File: config.mk
export PLATFORM = sky130hd
export DESIGN_NAME = prga
export DESIGN_NICKNAME = d
export VERILOG_FILES = /design/src/rtl/arc4_pkg.sv /design/src/rtl/prga.sv
export SDC_FILE = /design/constraint.sdc
export NUM_CORES = 1
export LEC_CHECK = 0
export CAP_MARGIN = 30
export CORE_MARGIN = 2
export CORE_UTILIZATION = 60
export CTS_CLUSTER_DIAMETER = 120
export DETAILED_ROUTE_END_ITERATION = 8
export HOLD_SLACK_MARGIN = 0.12
export PLACE_DENSITY = 0.85
export SETUP_SLACK_MARGIN = 0.2
export SLEW_MARGIN = 0
export SYNTH_ARGS = -nofsm -noshare
export SYNTH_HDL_FRONTEND = slang
export SYNTH_SLANG_ARGS = --single-unit
File: constraint.sdc
create_clock -name clk -period 7.2 [get_ports clk]
set_clock_uncertainty 0.1 [all_clocks]
set_input_delay 0.72 -clock clk [delete_from_list [all_inputs] [get_ports clk]]
set_output_delay 0.72 -clock clk [all_outputs]
set_load 0.1 [all_outputs]
File: src/rtl/arc4_pkg.sv
// Shared RC4 definitions: byte/S-box geometry, printable range and the
// PRGA state encoding.
package arc4_pkg;

    localparam int BYTE_W  = 8;
    localparam int S_DEPTH = 256;
    localparam int ADDR_W  = $clog2(S_DEPTH);

    localparam logic [BYTE_W-1:0] PRINT_LO = 8'h20;
    localparam logic [BYTE_W-1:0] PRINT_HI = 8'h7E;

    typedef logic [BYTE_W-1:0] byte_t;
    typedef logic [ADDR_W-1:0] addr_t;

    typedef enum logic [3:0] {
        IDLE,
        LEN_RD,
        LEN_WAIT,
        LEN_LATCH,
        READ_I,
        WAIT_I,
        READ_J,
        WAIT_J,
        SWAP_I,
        SWAP_J,
        READ_P,
        WAIT_P,
        WRITE_PT
    } prga_state_t;

    // True when a plaintext byte lies in the printable ASCII window.
    function automatic logic is_printable(input byte_t b);
        return (b >= PRINT_LO) && (b <= PRINT_HI);
    endfunction

endpackage

File: src/rtl/prga.sv
// RC4 PRGA / decrypt engine. Reads a length-prefixed ciphertext, walks the
// keystream over the keyed S memory (swapping in place) and writes the
// length-prefixed plaintext. All memory-facing outputs are registered, so an
// address issued in state X is seen by the RAM during the following state
// and its data returns one cycle after that.
// Optional: PRGA_PRINTABLE_CHECK_EN adds the sticky non-printable flag 'bad';
// without it 'bad' is tied low.
module prga
    import arc4_pkg::*;
(
    input  logic              clk,
    input  logic              rst_n,
    input  logic              en,
    output logic              rdy,
    output logic [BYTE_W-1:0] s_addr,
    input  logic [BYTE_W-1:0] s_rddata,
    output logic [BYTE_W-1:0] s_wrdata,
    output logic              s_wren,
    output logic [BYTE_W-1:0] ct_addr,
    input  logic [BYTE_W-1:0] ct_rddata,
    output logic [BYTE_W-1:0] pt_addr,
    output logic [BYTE_W-1:0] pt_wrdata,
    output logic              pt_wren,
    output logic              bad
);

    prga_state_t state, state_d;

    // Datapath registers: RC4 indices, message length/position, latched bytes.
    byte_t i_q, j_q, k_q, len_q, si_q, sj_q, ctb_q;
    byte_t i_d, j_d, k_d, len_d, si_d, sj_d, ctb_d;

    // Next values of the registered memory-port outputs.
    byte_t s_addr_d, s_wrdata_d, ct_addr_d, pt_addr_d, pt_wrdata_d;
    logic  s_wren_d, pt_wren_d;
    byte_t pt_byte;

`ifdef PRGA_PRINTABLE_CHECK_EN
    logic bad_q, bad_d;
    assign bad = bad_q;
`else
    assign bad = 1'b0;
`endif

    assign rdy     = (state == IDLE);
    assign pt_byte = s_rddata ^ ctb_q;

    // State register.
    always_ff @(posedge clk or negedge rst_n) begin
        if (!rst_n) state <= IDLE;
        else        state <= state_d;
    end

    // Next-state logic: a fixed 9-state walk per byte after a 3-state length read.
    always_comb begin
        state_d = state;
        case (state)
            IDLE:      if (en) state_d = LEN_RD;
            LEN_RD:    state_d = LEN_WAIT;
            LEN_WAIT:  state_d = LEN_LATCH;
            LEN_LATCH: state_d = (ct_rddata == '0) ? IDLE : READ_I;
            READ_I:    state_d = WAIT_I;
            WAIT_I:    state_d = READ_J;
            READ_J:    state_d = WAIT_J;
            WAIT_J:    state_d = SWAP_I;
            SWAP_I:    state_d = SWAP_J;
            SWAP_J:    state_d = READ_P;
            READ_P:    state_d = WAIT_P;
            WAIT_P:    state_d = WRITE_PT;
            WRITE_PT:  state_d = (k_q == len_q) ? IDLE : READ_I;
            default:   state_d = IDLE;
        endcase
    end

    // Output/datapath logic: next values for every registered output and index.
    // Write enables default low so each write is a single-cycle pulse. When
    // i==j the two swap writes carry the same byte, leaving S unchanged.
    always_comb begin
        i_d         = i_q;
        j_d         = j_q;
        k_d         = k_q;
        len_d       = len_q;
        si_d        = si_q;
        sj_d        = sj_q;
        ctb_d       = ctb_q;
        s_addr_d    = s_addr;
        s_wrdata_d  = s_wrdata;
        s_wren_d    = 1'b0;
        ct_addr_d   = ct_addr;
        pt_addr_d   = pt_addr;
        pt_wrdata_d = pt_wrdata;
        pt_wren_d   = 1'b0;
`ifdef PRGA_PRINTABLE_CHECK_EN
        bad_d       = bad_q;
`endif
        case (state)
            IDLE: begin
                if (en) begin
                    i_d = '0;
                    j_d = '0;
                    k_d = '0;
`ifdef PRGA_PRINTABLE_CHECK_EN
                    bad_d = 1'b0;
`endif
                end
            end
            LEN_RD: ct_addr_d = '0;
            LEN_LATCH: begin
                len_d       = ct_rddata;
                pt_addr_d   = '0;
                pt_wrdata_d = ct_rddata;
                pt_wren_d   = 1'b1;
                k_d         = 8'd1;
            end
            READ_I: begin
                i_d       = i_q + 8'd1;
                s_addr_d  = i_q + 8'd1;
                ct_addr_d = k_q;
            end
            READ_J: begin
                si_d     = s_rddata;
                ctb_d    = ct_rddata;
                j_d      = j_q + s_rddata;
                s_addr_d = j_q + s_rddata;
            end
            SWAP_I: begin
                sj_d       = s_rddata;
                s_addr_d   = i_q;
                s_wrdata_d = s_rddata;
                s_wren_d   = 1'b1;
            end
            SWAP_J: begin
                s_addr_d   = j_q;
                s_wrdata_d = si_q;
                s_wren_d   = 1'b1;
            end
            READ_P: s_addr_d = si_q + sj_q;
            WRITE_PT: begin
                pt_addr_d   = k_q;
                pt_wrdata_d = pt_byte;
                pt_wren_d   = 1'b1;
                if (k_q != len_q) k_d = k_q + 8'd1;
`ifdef PRGA_PRINTABLE_CHECK_EN
                if (!is_printable(pt_byte)) bad_d = 1'b1;
`endif
            end
            default: ;
        endcase
    end

    // Datapath and output registers.
    always_ff @(posedge clk or negedge rst_n) begin
        if (!rst_n) begin
            i_q       <= '0;
            j_q       <= '0;
            k_q       <= '0;
            len_q     <= '0;
            si_q      <= '0;
            sj_q      <= '0;
            ctb_q     <= '0;
            s_addr    <= '0;
            s_wrdata  <= '0;
            s_wren    <= 1'b0;
            ct_addr   <= '0;
            pt_addr   <= '0;
            pt_wrdata <= '0;
            pt_wren   <= 1'b0;
`ifdef PRGA_PRINTABLE_CHECK_EN
            bad_q     <= 1'b0;
`endif
        end else begin
            i_q       <= i_d;
            j_q       <= j_d;
            k_q       <= k_d;
            len_q     <= len_d;
            si_q      <= si_d;
            sj_q      <= sj_d;
            ctb_q     <= ctb_d;
            s_addr    <= s_addr_d;
            s_wrdata  <= s_wrdata_d;
            s_wren    <= s_wren_d;
            ct_addr   <= ct_addr_d;
            pt_addr   <= pt_addr_d;
            pt_wrdata <= pt_wrdata_d;
            pt_wren   <= pt_wren_d;
`ifdef PRGA_PRINTABLE_CHECK_EN
            bad_q     <= bad_d;
`endif
        end
    end

endmodule

---- After elaboration in Yosys (flattened, before gate mapping) ----
Cells that the tools add are included.
storage, ports and cells
  register bits ........................... 102
  output and inout bits ................... 44
  word-level logic and storage cells ...... 66
cells by class
  add/sub/neg operators ................... 4
  equal/unequal tests ..................... 16
  multiplexer cells ....................... 16
  bitwise gates (word level) .............. 1
  reduce and logical (&&, ||, !) cells .... 14
operators with widths
  cell                                           number
  one-hot mux 8 bit (2 select lines)             6
  one-hot mux 4 bit (13 select lines)            1
  one-hot mux 8 bit (5 select lines)             1
  one-hot mux 8 bit (3 select lines)             1
  == test 4 bit, second input constant           5
  adder 8 x 1 -> 8 bit, second input constant    2
  adder 8 bit                                    2
  == test 4 x 3 -> 1 bit, second input constant  4
  two-way mux 8 bit                              2
  nonzero test 2 bit                             5
  == test 4 x 2 -> 1 bit, second input constant  2
  == test 8 bit                                  1
  logical NOT 8 bit                              1
  inequality test 8 bit                          1
  XOR 8 bit                                      1
  two-way mux 3 bit                              2
  nonzero test 5 bit                             1
  == test 4 x 1 -> 1 bit, second input constant  1
  logical NOT 4 bit                              1
  two-way mux 4 bit                              1
  inequality test 2 bit, second input constant   2
  AND reduction 2 bit                            2
  OR reduction 2 bit                             2
  AND reduction 3 bit                            1
  2 further kinds                                3

---- Logic depth before layout (Yosys ltp) ----
  depth in word-level cells ............... 3
  depth in mapped cells ................... 8

---- Worst setup path before layout ----
No wires, ideal clock.
  kind .................................... register -> output
  start ................................... register state[0]
  end ..................................... output rdy
  arrival time ............................ 2961 ps
  path slack .............................. 3419 ps
  cell stages (with the launch flop) ...... 5
  path buffers ............................ 2
  cell sequence ........................... dfrtp_1 > buf_4 > or2_2 > clkbuf_1 > nor3_1
between the ends
  word-level cells in the longest chain between the ends .. 1
ends and longest elaborated chain
  item                      RTL line    RTL
  start: declaration        prga.sv:27  prga_state_t state, state_d;
  start signal: assignment  prga.sv:51  else state <= state_d;
  logical NOT 4 bit         prga.sv:45  assign rdy = (state == IDLE);
  end: declaration          prga.sv:14  output logic rdy,
No other way between the ends.

---- Final worst setup path ----
  start ................................... register state[1]
  end ..................................... output rdy
The elaborated chain is that of the path after synthesis.

==> flow_metrics.tcl <==
set metrics [dict create \
    cp.arrival_ns 2.80 \
    drc 0 \
    syn_area_um2 5280 \
    ys_types 55 \
    tritoncts "built" \
    nNetsFinal 606 \
    area.growth.synth_to_final_pct 16.2 \
    setup_tns_ns 0 \
    finalHoldViolCount 0 \
    clock_sink_count 102 \
    place_area_um2 5970 \
    vias_per_cell 6.03 \
    gp_congestion 0.839 \
    fin_area_um2 6130 \
    cp.required_ns 6.38 \
    synth_nets 556 \
    clkLatencyLatePin_ns 0.37 \
    period_needed_ns 3.62 \
    max_freq_mhz 276 \
    die_h_um 97.8 \
    wl_per_cell_um 18.3 \
    worstMarginPinSlew_ns 0.995 \
    final_util 0.710 \
    numPortBuffers 61 \
    layout_commonest_cell "dfrtp_1" \
    whs_ns 0.201 \
    syn_inst 519 \
    std_cell_rows 34 \
    grt_pass1_wl_um 20900 \
    ant_nets 0 \
    hp-class "in2async" \
    drive_gt1_frac 0.0923 \
    grt_max_degree 68 \
    grtUsageTotal 0.275 \
    antenna_cells 0 \
    drv_slew 0 \
    end_kind "primary output" \
    die_area_um2 9570 \
    reg2reg_setup_slack_ns 4.66 \
    grt_overflow_total 0 \
    drt_iter0_drc 251 \
    start_util 0.611 \
    die_w_um 97.8 \
    num_io_pins 63 \
    post-cts-setup-buffers 0 \
    ys.flop_type "dfrtp_1" \
    firstDrtPassIters 5 \
    clockBufferDepth 2 \
    final_cell_mix "102 x dfrtp_1, 75 x nand2_1, 60 x clkdlybuf4s50_1" \
    cts_resized 0 \
    cts_hold_buf 0 \
    relSlewSlack 0.335 \
    antenna_found_initial 0 \
    grt_pass1_vias 4075 \
    cap_violations 0 \
    min_period_over_period 0.502 \
    setup_viol 0 \
    cp_max_fo 21 \
    root_buffer "clkbuf_8" \
    cp-start-kind "flop" \
    coreArea_um2 8640 \
    status "complete, no violations" \
    synth-warning-count 0 \
    ys_ff_latch 102 \
    dp_hpwl_um 8960 \
    rsz0062_at_grt "no" \
    seq_area_frac_synth 0.483 \
    syn_avg_cell_area_um2 10.2 \
    routed_wl_um 12500 \
    clk_pin_slew_ns 0.10 \
    htreeDepth 3 \
    postSynth.asyncResetShare 1.00 \
    numCtsBuffers 9 \
    path_class "reg2out" \
    synth_edf_count 0 \
    num_vias 4115 \
]
cell usage after synthesis, types with 9 or more instances:
library cell / instances / area, µm²
nor2_1: 48 / 180
mux2_2: 26 / 293
a21o_1: 10 / 75.1
clkbuf_1: 11 / 41.3
nand3_1: 15 / 75.1
buf_2: 10 / 50.1
a21oi_1: 22 / 110
nand2_1: 75 / 282
a31oi_1: 12 / 75.1
mux2i_1: 9 / 90.1
ha_1: 16 / 200
dfrtp_1: 102 / 2550
xor2_1: 13 / 114
o21ai_0: 19 / 95.1
xnor2_1: 23 / 201
a22o_1: 19 / 166
area by class of cell:
| cell class | count | area (µm²) |
|---|---|---|
| clock buffers | 10 | 128 |
| clock inverters | 6 | 37.5 |
| fillers | 635 | 2500 |
| inverters | 7 | 26.3 |
| multi-input cells | 383 | 2580 |
| flip-flops and latches | 102 | 2550 |
| well taps | 108 | 135 |
| repair buffers | 66 | 677 |
final timing paths:
kind	start	cells past startpoint	endpoint
min reg2reg	ct_addr[6]$_DFFE_PN0P_	2	ct_addr[6]$_DFFE_PN0P_
max	state[1]$_DFFE_PN0P_	3	rdy
max in group asynchronous	rst_n	2	k_q[3]$_DFFE_PN0P_
max reg2reg	si_q[0]$_DFFE_PN0P_	7	s_addr[6]$_DFFE_PN0P_
min	rst_n	1	pt_addr[4]$_DFFE_PN0P_
min in group clk	ct_addr[6]$_DFFE_PN0P_	2	ct_addr[6]$_DFFE_PN0P_
per-stage QoR:
step           instances  setup WS [ns]
2_1_floorplan        519           3.42
3_3_place_gp         663           3.68
3_5_place_dp         666           3.88
4_1_cts              682           3.59
5_1_grt              682           3.52
6_report             682           3.58
critical path: stages (launching register included):
cell	delay, ns
dfrtp_1	0.61
or2_2	0.42
nor3_1	0.21
clkdlybuf4s50_1	1.18
metal layers:
metal	global-route usage	share of wire	vias up
met4	0.0972	0.025	0
met2	0.440	0.47	174
met5	0	0	-
li1	-	-	1937
met1	0.387	0.45	1982
met3	0.0415	0.060	22
flip-flops by register name, summed over array words and instances, names as in the netlist:
name / count
state: 4
pt_wrdata: 8
len_q: 8
i_q: 8
s_wren: 1
ct_addr: 8
ctb_q: 8
pt_addr: 8
sj_q: 8
s_addr: 8
j_q: 8
k_q: 8
pt_wren: 1
si_q: 8
s_wrdata: 8
logic make-up (layout without fill, tap and decap cells):
group / count (synthesis) / in the layout / synth area share
flops: 102 / 102 / 0.483
xor+xnor: 37 / 37 / 0.0640
simple gates: 173 / 173 / 0.144
buf+inv: 34 / 89 / 0.0282
fa+ha+maj: 18 / 18 / 0.0455
mux: 35 / 35 / 0.0725
other cells: 1 / 1 / 0.000710
compound gates: 119 / 119 / 0.162
Power is left out: the tool's default activity adds up to more than one toggle a clock period on the data nets, which glitch-free logic cannot reach.
